`src/rtl/boolean_sweep_ctrl_if.sv`:
```
// rtl/boolean_sweep_ctrl_if.sv - host and evaluator signals of the boolean sweep controller
interface boolean_sweep_ctrl_if;
  logic        start;
  logic [3:0]  settle_cycles;
  logic [31:0] expected;
  logic [4:0]  eval_in;
  logic        eval_y;
  logic        busy;
  logic        done;
  logic [31:0] truth_table;
  logic [5:0]  mismatch_cnt;
  logic        pass;

  modport master (
    output start, settle_cycles, expected, eval_y,
    input  eval_in, busy, done, truth_table, mismatch_cnt, pass
  );

  modport slave (
    input  start, settle_cycles, expected, eval_y,
    output eval_in, busy, done, truth_table, mismatch_cnt, pass
  );
endinterface

```
`src/rtl/boolean_sweep_ctrl.sv`:
```
// rtl/boolean_sweep_ctrl.sv - sweeps all 32 inputs of a 5-input evaluator and scores it against a golden table
module boolean_sweep_ctrl (
  input  logic                 clk,
  input  logic                 rst,
  boolean_sweep_ctrl_if.slave  bus
);

  typedef enum logic [1:0] {IDLE, SETTLE, SAMPLE, DONE} state_t;

  state_t      state_q, state_d;
  logic [4:0]  eval_in_q, eval_in_d;
  logic [3:0]  cnt_q, cnt_d;
  logic [3:0]  s_q, s_d;
  logic [31:0] e_q, e_d;
  logic [31:0] tt_q, tt_d;
  logic [5:0]  mc_q, mc_d;
  logic        pass_q, pass_d;

  always_ff @(posedge clk) begin
    if (rst) begin
      state_q   <= IDLE;
      eval_in_q <= 5'd0;
      cnt_q     <= 4'd0;
      s_q       <= 4'd0;
      e_q       <= 32'd0;
      tt_q      <= 32'd0;
      mc_q      <= 6'd0;
      pass_q    <= 1'b0;
    end else begin
      state_q   <= state_d;
      eval_in_q <= eval_in_d;
      cnt_q     <= cnt_d;
      s_q       <= s_d;
      e_q       <= e_d;
      tt_q      <= tt_d;
      mc_q      <= mc_d;
      pass_q    <= pass_d;
    end
  end

  always_comb begin
    state_d   = state_q;
    eval_in_d = eval_in_q;
    cnt_d     = cnt_q;
    s_d       = s_q;
    e_d       = e_q;
    tt_d      = tt_q;
    mc_d      = mc_q;
    pass_d    = pass_q;
    case (state_q)
      IDLE: begin
        if (bus.start) begin
          s_d       = bus.settle_cycles;
          e_d       = bus.expected;
          eval_in_d = 5'd0;
          tt_d      = 32'd0;
          mc_d      = 6'd0;
          pass_d    = 1'b0;
          cnt_d     = bus.settle_cycles;
          state_d   = SETTLE;
        end
      end
      SETTLE: begin
        if (cnt_q == 4'd0) state_d = SAMPLE;
        else               cnt_d   = cnt_q - 4'd1;
      end
      SAMPLE: begin
        tt_d[eval_in_q] = bus.eval_y;
        // At most 32 increments per sweep, so the 6-bit count never wraps.
        if (bus.eval_y != e_q[eval_in_q]) mc_d = mc_q + 6'd1;
        if (eval_in_q == 5'd31) begin
          state_d = DONE;
        end else begin
          eval_in_d = eval_in_q + 5'd1;
          cnt_d     = s_q;
          state_d   = SETTLE;
        end
      end
      DONE: begin
        pass_d  = (mc_q == 6'd0);
        state_d = IDLE;
      end
      default: state_d = IDLE;
    endcase
  end

  assign bus.eval_in      = eval_in_q;
  assign bus.busy         = (state_q == SETTLE) || (state_q == SAMPLE);
  assign bus.done         = (state_q == DONE);
  assign bus.truth_table  = tt_q;
  assign bus.mismatch_cnt = mc_q;
  assign bus.pass         = pass_q;

endmodule

```
`src/flat_wrapper.sv`:
```
// flat-port wrapper written by rule: the top's interface ports become plain ports
module boolean_sweep_ctrl_flat 
  (clk, rst, bus_start, bus_settle_cycles, bus_expected, bus_eval_y, bus_eval_in, bus_busy, bus_done, bus_truth_table, bus_mismatch_cnt, bus_pass);
  boolean_sweep_ctrl_if bus_i ();
  input  logic clk;
  input  logic rst;
  input wire logic [$bits(bus_i.start)-1:0] bus_start;
  input wire logic [$bits(bus_i.settle_cycles)-1:0] bus_settle_cycles;
  input wire logic [$bits(bus_i.expected)-1:0] bus_expected;
  input wire logic [$bits(bus_i.eval_y)-1:0] bus_eval_y;
  output wire logic [$bits(bus_i.eval_in)-1:0] bus_eval_in;
  output wire logic [$bits(bus_i.busy)-1:0] bus_busy;
  output wire logic [$bits(bus_i.done)-1:0] bus_done;
  output wire logic [$bits(bus_i.truth_table)-1:0] bus_truth_table;
  output wire logic [$bits(bus_i.mismatch_cnt)-1:0] bus_mismatch_cnt;
  output wire logic [$bits(bus_i.pass)-1:0] bus_pass;
  assign bus_i.start = bus_start;
  assign bus_i.settle_cycles = bus_settle_cycles;
  assign bus_i.expected = bus_expected;
  assign bus_i.eval_y = bus_eval_y;
  assign bus_eval_in = bus_i.eval_in;
  assign bus_busy = bus_i.busy;
  assign bus_done = bus_i.done;
  assign bus_truth_table = bus_i.truth_table;
  assign bus_mismatch_cnt = bus_i.mismatch_cnt;
  assign bus_pass = bus_i.pass;
  boolean_sweep_ctrl u_core (.clk(clk), .rst(rst), .bus(bus_i));
endmodule
```
`config.mk`:
```
export PLATFORM = sky130hd
export DESIGN_NAME = boolean_sweep_ctrl_flat
export DESIGN_NICKNAME = d
export VERILOG_FILES = /design/src/rtl/boolean_sweep_ctrl_if.sv /design/src/rtl/boolean_sweep_ctrl.sv /design/src/flat_wrapper.sv
export SDC_FILE = /design/constraint.sdc
export NUM_CORES = 1
export LEC_CHECK = 0
export ABC_AREA = 1
export BUFFER_PORTS_ARGS = -buffer_cell sky130_fd_sc_hd__buf_4
export CAP_MARGIN = 20
export CORE_MARGIN = 8
export CORE_UTILIZATION = 37
export CTS_CLUSTER_DIAMETER = 30
export DETAILED_ROUTE_END_ITERATION = 12
export PLACE_DENSITY_LB_ADDON = 0.08
export SLEW_MARGIN = 10
export SYNTH_ARGS = -nofsm -noshare
export SYNTH_HDL_FRONTEND = slang
export SYNTH_SLANG_ARGS = --single-unit
```
`constraint.sdc`:
```
create_clock -name clk -period 2.6 [get_ports clk]
set_input_delay 0.13 -clock clk [delete_from_list [all_inputs] [get_ports clk]]
set_output_delay 0.13 -clock clk [all_outputs]
set_load 0.005 [all_outputs]
```
# Word level (Yosys, flattened, before mapping)
# Index checks and enable logic that the tools add are counted.
# word_totals
register_bits	86
inputBits	40
# op_classes
n_addsub	3
order_cmp	2
n_eq_ne	10
n_mux	23
n_reduce_logical	15
# ops
op	count
32-bit one-hot mux with 2 select lines	1
32-bit bitwise mux	1
32-bit 2-to-1 mux	1
4-bit 2-to-1 mux	3
6-bit 2-to-1 mux	2
4-bit one-hot mux with 3 select lines	1
6-bit one-hot mux with 2 select lines	1
5-bit 2-to-1 mux	2
5-bit one-hot mux with 2 select lines	1
2-bit one-hot mux with 4 select lines	1
2-bit AND reduction	4
6-bit by 1-bit adder with 6-bit output, second input constant	1
6-bit zero test	1
5-bit by 6-bit less-than comparator with 1-bit output, second input constant	1
2-bit 2-to-1 mux	3
2-bit inequality test, second input constant	3
3-bit AND reduction	2
5-bit by 1-bit adder with 5-bit output, second input constant	1
1-bit binary-select mux with 5-bit select	1
1-bit demux with 5-bit select	1
5-bit == test, second input constant	1
5-bit by 1-bit greater-or-equal comparator with 1-bit output, second input constant	1
2-bit == test, second input constant	2
4-bit zero test	1
12 further kinds	16

# Depth between registers and ports, before layout
# Gate-level depths: netlist of run 1.
# logic_depth
depth_word	6
depth_mapped	15
depth_no_buf	14

# Least setup slack after synthesis of run 1
# OpenSTA, ideal clock, no wires.
# synth_path
path_kind	register to register
from	reg u_core.eval_in_q[0] (netlist: u_core.bus.eval_in[0])
to	reg u_core.eval_in_q[3] (netlist: u_core.bus.eval_in[3])
setup_ns	0.122
t_arrival_ns	1.934
required_ns	2.478
path_slack_ns	0.545
stages_incl_launch_ff	11
cell_sequence	dfxtp_1 > ha_1 > inv_1 > clkbuf_1 > nor3_1 > ha_1 > nand2_1 > nand2_1 > or4_1 > xor2_1 > nor2_1
# synth_between
elab_chain_cells	3
# synth_rtl
item	line_no	text
start, declared	boolean_sweep_ctrl.sv:11	logic [4:0] eval_in_q, eval_in_d;
start signal, assigned	boolean_sweep_ctrl.sv:31	eval_in_q <= eval_in_d;
5-bit by 1-bit adder with 5-bit output / 5-bit == test (equally long branches)	boolean_sweep_ctrl.sv:74, boolean_sweep_ctrl.sv:71	
5-bit 2-to-1 mux / 2-bit inequality test (equally long branches)	--	
5-bit one-hot mux with 2 select lines / 3-bit AND reduction (equally long branches)	--	
# Several ways; a longest one is shown, not always the timed one. The select of a mux whose other input is x is not followed.
# A chain may end at the register's enable or synchronous reset.

# Worst setup path after layout of run 1
# layout_path
from	reg u_core.eval_in_q[1] (netlist: u_core.bus.eval_in[1])
to	reg u_core.eval_in_q[3] (netlist: u_core.bus.eval_in[3])
# Same word-level chain as after synthesis.

==> reports/metrics.yaml, run 1 <==
status:
  outcome: "completed"
routing:
  antenna_left: 0
  drcViolationCount: 0
  wl_per_cell_um: 14.0
  vias: 4094
  vias_per_cell: 4.85
  firstDrtPassIters: 4
  drtIter0Drc: 311
  drt_wl_total_um: 11800
global_route:
  grt_pass1_wl_um: 19300
  track_usage: 0.159
  overflow: 0
  grt_max_degree: 63
  grt_pass1_vias: 3977
  antenna_found_initial: 0
synthesis:
  yosys.area.top_type_share: 0.400
  synth_area_um2: 4300
  syn_avg_cell_area_um2: 6.86
  postSynthNetCount: 681
  ys_ff_latch: 86
  synth-warning-count: 0
  ys_types: 34
  ys_seq_area_frac: 0.400
  synthTopCellsByArea: "dfxtp_1, nand2_1, o21ai_0"
  postSynthCellCount: 627
  synth_area_leader_cell: "dfxtp_1"
critical_path:
  r2r_cells: 9
  crit_path_cell_trace: "ha_1 > inv_1 > nor3_1 > ha_1 > nand2_1 > nand2_1 > or4_1 > xor2_1 > nor2_1"
  critical_path_arrival_ns: 2.25
  rr_startpoint: "u_core.bus.eval_in[1]"
  endpoint_kind: "register"
  crit_fanout: 11
  reg2reg_to: "u_core.bus.eval_in[3]"
  cp.required_ns: 2.82
  r2r_slack_ns: 0.57
  path_class: "reg -> reg"
  crit_path_start: "u_core.bus.eval_in[1]"
  slowest_stage: "or4_1"
  startpoint_type: "register"
  crit_path_max_incr_delay_ns: 0.46
timing:
  slew_headroom: 0.586
  fin_setup_tns_ns: 0
  period_share: 0.780
  clock.fmax_ghz: 0.493
  hold_viol_final: 0
  skew_ns: 0.00544
  finalSetupViolations: 0
  worst_pin_slew_ns: 0.620
  fin_crit_ns: 2.03
  holdWs_ns: 0.0485
  slew_violations: 0
  rsz0062_at_grt: "false"
layout:
  antenna_cells: 0
  layout-drive-gt1-share: 0.181
  area_delta_synth_final_pct: 23.2
  stdcell_count: 844
  fin_nets: 752
floorplan:
  core_area_um2: 11400
  die-height_um: 124
  ioPinCount: 86
  die_x_um: 124
  row_count: 39
  die_area_um2: 15300
  start_util: 0.378
min_path:
  hold_depth: 3
  worstHoldEndpoint: "u_core.e_q[22]"
  min_from: "bus_expected[22]"
  min_path_type: "in -> reg"
cts:
  clockBufferDepth: 2
  cts_hold_buf: 0
  cts_tree: "done"
  clock_latency_ns: 0.34
  htreeDepth: 3
  post_cts_buffers: 0
  cts_buffers: 9
  cts.sink_count: 86
  root_buffer: "clkbuf_16"
  cts_resized: 0
  clk_pin_slew_ns: 0.06
power_and_ir_drop:
  p_sw_frac: 0.398
  powerDensity_nw_per_um2: 913
  p_seq_frac: 0.345
  pwr-share-comb: 0.405
  p_switching_uw: 1920
  vdd_drop_max_uv: 473
  pwr-share-clk: 0.250
  p_leak_uw: 0.00223
  p_int_uw: 2910
placed_design:
  dpl.cell_count: 830
  dp_hpwl_um: 8290
  io_buffers: 85
  gp_congestion: 0.819
run:
  cap_violations: 0
## how the worst max path moves through the flow
stage	to	slack, ns
after floorplan	u_core.bus.eval_in[3]	0.54
after global placement	u_core.bus.eval_in[3]	0.61
after detailed placement	u_core.bus.mismatch_cnt[0]	0.58
after CTS	u_core.bus.mismatch_cnt[0]	0.56
after global routing	u_core.bus.mismatch_cnt[1]	0.34
final	u_core.bus.eval_in[3]	0.57
## cell families (layout without fill, tap and decap cells)
logic type	count (synthesis)	after routing	synth area share
flip-flops	86	86	0.400
AND/OR/NAND/NOR	251	251	0.243
AO/OA/AOI/OAI	166	166	0.202
buffers and inverters	105	179	0.103
XOR/XNOR	5	5	0.0102
adder cells (fa/ha/maj)	14	14	0.0407
## power groups by stage
stage | Clock (µW) | Sequential (µW) | Combinational [µW]
after floorplan | 0 | 1650 | 1500
after global placement | 0 | 1690 | 1950
after detailed placement | 0 | 1700 | 1970
after CTS | 1250 | 1670 | 1990
after global routing | 1320 | 1700 | 2250
final | 1210 | 1670 | 1960
## routing by layer
metal	track usage	wire length, µm	vias to the layer above
li1	-	-	2163
met3	0.0376	647	13
met4	0.0632	180	0
met5	0	0	-
met2	0.253	5480	75
met1	0.204	5510	1843
## through the flow
step / util / power [µW] / setup slack, ns / instance area (µm²)
2_1_floorplan: - / 3150 / 0.545 / 4300
3_3_place_gp: 0.442 / 3640 / 0.608 / 5020
3_5_place_dp: 0.442 / 3670 / 0.583 / 5020
4_1_cts: 0.466 / 4910 / 0.565 / 5300
5_1_grt: 0.466 / 5270 / 0.342 / 5300
6_report: 0.466 / 4840 / 0.572 / 5300
## placed cells by master, fill, tap and decap left out, drive strengths merged
master	n
o31ai	1
o21ai	77
xor2	3
ha	14
clkbuf	13
nand2	145
nor3b	1
a31oi	5
nand3	25
xnor2	2
or4	1
nor4	1
a21oi	76
inv	71
nor2	72
a221oi	1
o211ai	1
nor3	6
a211oi	3
o22ai	2
dfxtp	86
buf	94
clkinv	1
## registers in the layout, indices dropped and copies added, names as in the netlist
signal and cells:
u_core.bus.pass 1, u_core.bus.mismatch_cnt 6, u_core.e_q 32, u_core.cnt_q 4, u_core.state_q 2, u_core.bus.eval_in 5, u_core.bus.truth_table 32, u_core.s_q 4
## worst max-delay path, delay by kind of cell, from the launching register on
kind / cells / cell delay, ns
buffers and inverters: 1 / 0.07
adders and majority gates: 2 / 0.44
and+or+nand+nor: 5 / 0.82
xor gates and xnor gates: 1 / 0.14
DFF: 1 / 0.44
## cell type report
class                   count  area, µm²
fillers                  1170       6070
multi-input cells         436       2140
flip-flops and latches     86       1720
repair buffers             94        718
clock buffers              13        270
inverters                  71        267
well taps                 143        179
clock inverters             1       5.00
## synthesized netlist by cell type
cell / count
nor2_2: 2
xor2_1: 3
buf_2: 3
o21ai_0: 77
o211ai_1: 1
a221oi_1: 1
o31ai_1: 1
buf_12: 1
a31oi_1: 5
buf_4: 4
nor2_1: 69
clkbuf_1: 24
nand2_2: 5
a211oi_1: 3
inv_1: 68
nand2_4: 1
nand2_1: 139
a21oi_1: 72
a21oi_2: 4
or4_1: 1
inv_2: 3
nor3b_1: 1
nand3_4: 1
dfxtp_1: 86
nand3_2: 1
nor3_1: 5
nor2_4: 1
nor4_1: 1
buf_6: 2
nand3_1: 23
o22ai_1: 2
xnor2_1: 2
ha_1: 14
nor3_2: 1
Note: power is estimated with default switching activity, not from simulation.
==> run 2, diff against run 1 <==
clock period = 1.9 ns   (was 2.6 ns; I/O delays follow)
==> run 2 against run 1 <==
Clock skew increased by 0.0012 ns. Critical path depth is the same. Global-route usage is 0.22 points lower. Setup slack got worse by 0.46 ns. Worst hold slack worse by 0.030 ns. Sequential cell count unchanged. Clock power grew 37%. Largest power group unchanged. Maximum frequency rose by 13%. Sequential power up 35%. Die area did not move.
==> reports/metrics.yaml, run 2 (same netlist as run 1, synthesis figures left out) <==
min_path:
  min_path_type: "in -> reg"
placed_design:
  post_dp_cell_area_um2: 5100  # +1.5%
  dpl.cell_count: 840  # +1.2%
  gp_congestion: 0.830  # +1.3%
  dp_hpwl_um: 8550  # +3.2%
  io_buffers: 85  # unchanged
floorplan:
  die_area_um2: 15300  # unchanged
  start_util: 0.378  # unchanged
  core_area_um2: 11400  # unchanged
  ioPinCount: 86  # unchanged
  die-height_um: 124  # unchanged
  row_count: 39  # unchanged
  die_x_um: 124  # unchanged
critical_path:
  crit_fanout: 5  # -6
  slowest_stage: "or4_1"
  crit_path_max_incr_delay_ns: 0.41  # -0.05 ns
  path_class: "reg -> reg"
  crit_path_cell_trace: "inv_1 > ha_1 > inv_1 > nor2_2 > nor2_2 > nand2_2 > or4_1 > xor2_1 > nor2_1"
  r2r_slack_ns: 0.11  # -0.46 ns
  cp.required_ns: 2.12  # -0.70 ns
  critical_path_arrival_ns: 2.01  # -0.24 ns
  startpoint_type: "register"
  endpoint_kind: "register"
power_and_ir_drop:
  vdd_drop_max_uv: 724  # +53%
  pwr-share-clk: 0.245  # -0.005
  total_power_uw: 6780  # +40%
  p_leak_uw: 0.00228  # +2.4%
  pwr-share-comb: 0.422  # +0.017
  p_sw_frac: 0.389  # -0.00859
  p_int_uw: 4140  # +42%
  powerDensity_nw_per_um2: 1250  # +37%
  p_seq_frac: 0.334  # -0.011
  p_switching_uw: 2640  # +37%
timing:
  slew_violations: 0  # unchanged
  finalSetupViolations: 0  # unchanged
  skew_ns: 0.00665  # +0.00121 ns
  clock.fmax_ghz: 0.558  # +13%
  hold_viol_final: 0  # unchanged
  fin_setup_tns_ns: 0  # unchanged
  rsz0062_at_grt: "true"
  worst_pin_slew_ns: 0.507  # -0.112 ns
  fin_crit_ns: 1.79  # -0.237 ns
  holdWs_ns: 0.0185  # -0.0301 ns
  slew_headroom: 0.662  # +0.0753
  period_share: 0.943  # +0.163
routing:
  vias_per_cell: 4.96  # +2.2%
  vias: 4224  # +3.2%
  wl_met2_um: 5330  # -2.8%
  drcViolationCount: 0  # unchanged
  firstDrtPassIters: 5  # +1
  wl_per_cell_um: 13.7  # -2.1%
  dr_wl_met3_um: 593  # -8.3%
  highest_layer: "met4"
  drtIter0Drc: 264  # -15%
  wl_met1_um: 5510  # about the same
  antenna_left: 0  # unchanged
  drt_wl_total_um: 11700  # -1.2%
global_route:
  track_usage: 0.157  # -0.00217
  grt_max_degree: 44  # -30%
  grt_pass1_vias: 4060  # +2.1%
  grt_pass1_wl_um: 19400  # +0.43%
  antenna_found_initial: 0  # unchanged
  overflow: 0  # unchanged
cts:
  cts_hold_buf: 0  # unchanged
  cts.sink_count: 86  # unchanged
  cts_buffers: 9  # unchanged
  htreeDepth: 3  # unchanged
  clockBufferDepth: 2  # unchanged
  root_buffer: "clkbuf_16"
  clk_pin_slew_ns: 0.06  # about the same
  cts_tree: "done"
  clock_latency_ns: 0.34  # about the same
layout:
  design_area_um2: 5410  # +2.1%
  final_common_cell: "nand2_1"
  antenna_cells: 0  # unchanged
  stdcell_count: 852  # +0.95%
  layout-drive-gt1-share: 0.200  # +0.0191
  area_delta_synth_final_pct: 25.8
  fin_nets: 762  # +1.3%
  final_cell_mix: "nand2_1, buf_4, dfxtp_1"
status:
  outcome: "completed"
run:
  cap_violations: 0  # unchanged
==> run 2: area by class of cell <==
type,count,area [µm²]
sequential,86,1730
fill,1174,5960
tap,143,179
inverter,71,269
clock inverter,3,40.0
multi-input combinational,436,2160
timing repair buffer,104,813
clock buffer,9,225
==> run 2: stage by stage <==
| step | setup WS [ns] | utilization |
|---|---|---|
| global route | -0.0276 | 0.476 |
| floorplan | 0.00973 | - |
| CTS | 0.0768 | 0.472 |
| finish | 0.109 | 0.476 |
| detailed placement | 0.0890 | 0.449 |
| global placement | 0.112 | 0.449 |
==> run 2: final timing paths <==
path                                         from               endpoint  cells past startpoint
worst max register to register  u_core.state_q[0]  u_core.bus.eval_in[3]                      9
worst min-delay path             bus_expected[22]         u_core.e_q[22]                      3
worst min register to register      u_core.e_q[5]          u_core.e_q[5]                      2
worst max-delay path            u_core.state_q[0]  u_core.bus.eval_in[3]                      9
==> run 2: repair_timing <==
item / 4_1_cts / 5_1_grt
setup endpoints to repair: 0 / 47
resized for setup: 0 / 14
endpoints found under the hold margin: 0 / 0
buffers inserted: 0 / 0
==> run 2: power groups by stage <==
stage / clock network (µW) / logic, µW / registers (µW)
finish: 1660 / 2860 / 2260
detailed placement: 0 / 2850 / 2290
global route: 1780 / 3280 / 2300
floorplan: 0 / 2060 / 2260
CTS: 1710 / 2860 / 2250
global placement: 0 / 2810 / 2280
==> run 2: worst max-delay path, delay by kind of cell (launching register included) <==
family                   cells  cell delay (ns)
flip-flops                   1             0.35
buffers and inverters        2             0.18
adder cells (fa/ha/maj)      1             0.26
XOR/XNOR                     1             0.14
AND/OR/NAND/NOR              5             0.73
==> run 2: layer usage <==
layer  vias up  global-route usage
met5         -                   0
met1      1929               0.205
met2       102               0.245
met3        18              0.0363
li1       2175                   -
met4         0              0.0647
==> run 3, diff against run 2 <==
PLACE_DENSITY = 0.54   (was unset)
PLACE_DENSITY_LB_ADDON = unset   (was 0.08)
==> run 3 against run 2 <==
Setup slack improved by 0.028 ns. Combinational power increased by 2%. Sequential cell count unchanged. Critical path depth unchanged. Critical path type unchanged. Largest cell class unchanged. Largest power group unchanged.
==> reports/metrics.yaml, run 3 (same netlist as run 1, synthesis figures left out) <==
status:
  outcome: "completed"
layout:
  antenna_cells: 0  # unchanged
  layout-drive-gt1-share: 0.208  # +0.00729
  final_cell_mix: "nand2_1, buf_4, dfxtp_1"
  multi_input_area_um2: 2150  # -0.12%
  regArea_um2: 1720  # -0.15%
  fillCellCount: 1144  # -2.6%
  fin_nets: 762  # unchanged
  final_common_cell: "nand2_1"
  area_delta_synth_final_pct: 26.7
timing:
  clock.fmax_ghz: 0.567  # +1.6%
  skew_ns: 0.00819  # +0.00154 ns
  rsz0062_at_grt: "false"
  slew_headroom: 0.665  # +0.00318
  hold_viol_final: 0  # unchanged
  worst_pin_slew_ns: 0.503  # -0.00477 ns
  fin_setup_tns_ns: 0  # unchanged
  finalSetupViolations: 0  # unchanged
  fin_crit_ns: 1.76  # -0.0282 ns
  period_share: 0.928  # -0.0148
  slew_violations: 0  # unchanged
global_route:
  grt_max_degree: 44  # unchanged
  track_usage: 0.155  # -0.00222
  grt_pass1_vias: 3969  # -2.2%
  antenna_found_initial: 0  # unchanged
  overflow: 0  # unchanged
  grt_pass1_wl_um: 19000  # -1.9%
min_path:
  min_from: "bus_expected[22]"
  hold_depth: 3  # unchanged
  min_path_type: "in -> reg"
floorplan:
  die_area_um2: 15300  # unchanged
  core_area_um2: 11400  # unchanged
  start_util: 0.378  # unchanged
  ioPinCount: 86  # unchanged
  die_x_um: 124  # unchanged
  row_count: 39  # unchanged
  die-height_um: 124  # unchanged
cts:
  clk_pin_slew_ns: 0.06  # about the same
  cts_buffers: 9  # unchanged
  cts_hold_buf: 0  # unchanged
  root_buffer: "clkbuf_16"
  cts_tree: "done"
  htreeDepth: 3  # unchanged
  clock_latency_ns: 0.34  # about the same
  clockBufferDepth: 2  # unchanged
  post_cts_buffers: 0  # unchanged
  cts.sink_count: 86  # unchanged
  cts_resized: 0  # unchanged
power_and_ir_drop:
  p_sw_frac: 0.394  # +0.00480
  total_power_uw: 6860  # +1.1%
  p_leak_uw: 0.00229  # +0.17%
  p_seq_frac: 0.329  # -0.005
  p_switching_uw: 2700  # +2.4%
  powerDensity_nw_per_um2: 1260  # +0.38%
  vdd_drop_max_uv: 719  # -0.78%
  p_int_uw: 4160  # +0.35%
  pwr-share-clk: 0.245  # about the same
  pwr-share-comb: 0.426  # +0.004
placed_design:
  dp_hpwl_um: 8490  # -0.69%
  gp_congestion: 0.840  # +1.2%
  io_buffers: 85  # unchanged
critical_path:
  rr_startpoint: "u_core.state_q[1]"
  endpoint_kind: "register"
  critical_path_arrival_ns: 1.98  # -0.03 ns
  path_class: "reg -> reg"
  cp.required_ns: 2.12  # about the same
  r2r_cells: 9  # unchanged
  crit_path_start: "u_core.state_q[1]"
  crit_fanout: 4  # -1
  startpoint_type: "register"
routing:
  wl_per_cell_um: 14.0  # +2.0%
  antenna_left: 0  # unchanged
  firstDrtPassIters: 4  # -1
  vias_per_cell: 4.88  # -1.5%
  drtIter0Drc: 289  # +9.5%
  vias: 4180  # -1.0%
  drt_wl_total_um: 12000  # +2.4%
  drcViolationCount: 0  # unchanged
run:
  cap_violations: 0  # unchanged
## run 3: cell type report
cell class                 instances  share of cell area
inverter                          71              0.0505
clock inverter                     3             0.00321
sequential                        86               0.316
timing repair buffer             104               0.152
multi-input combinational        436               0.395
tap                              143              0.0328
clock buffer                      13              0.0496
## run 3: power groups by stage
stage	registers [µW]	logic, µW	clock network [µW]
floorplan	2260	2060	0
global placement	2280	2800	0
detailed placement	2280	2830	0
CTS	2240	2840	1730
global route	2290	3320	1800
finish	2250	2920	1680
## run 3: critical path, cell delays in order (launching register included)
cell and delay (ns):
dfxtp_2 0.36, inv_1 0.09, ha_2 0.21, inv_1 0.07
nor2_2 0.07, nor2_2 0.19, nand2_2 0.07, or4_1 0.41
xor2_1 0.14, nor2_1 0.05
## run 3: path summary, 6_finish.rpt
kind                                                    to  slack, ns
worst max-delay path                 u_core.bus.eval_in[3]       0.14
worst min-delay path                        u_core.e_q[22]       0.02
worst max register to register       u_core.bus.eval_in[3]       0.14
worst min register to register  u_core.bus.truth_table[19]       0.46
## run 3: routing by layer
metal,global-route usage,part of all wire,up-vias
li1,-,-,2167
met1,0.199,0.47,1918
met2,0.254,0.47,84
met3,0.0340,0.050,11
met4,0.0459,0.012,0
met5,0,0,-
## run 3: stage by stage
step	instances	area, µm²	hold WS, ns	util	worst slack, ns
2_1_floorplan	627	4310	0.255	-	0.00973
3_3_place_gp	838	5100	0.358	0.448	0.115
3_5_place_dp	838	5100	0.359	0.448	0.0804
4_1_cts	854	5390	0.00649	0.474	0.0667
5_1_grt	856	5450	0.0370	0.479	0.00453
6_report	856	5450	0.0183	0.479	0.137
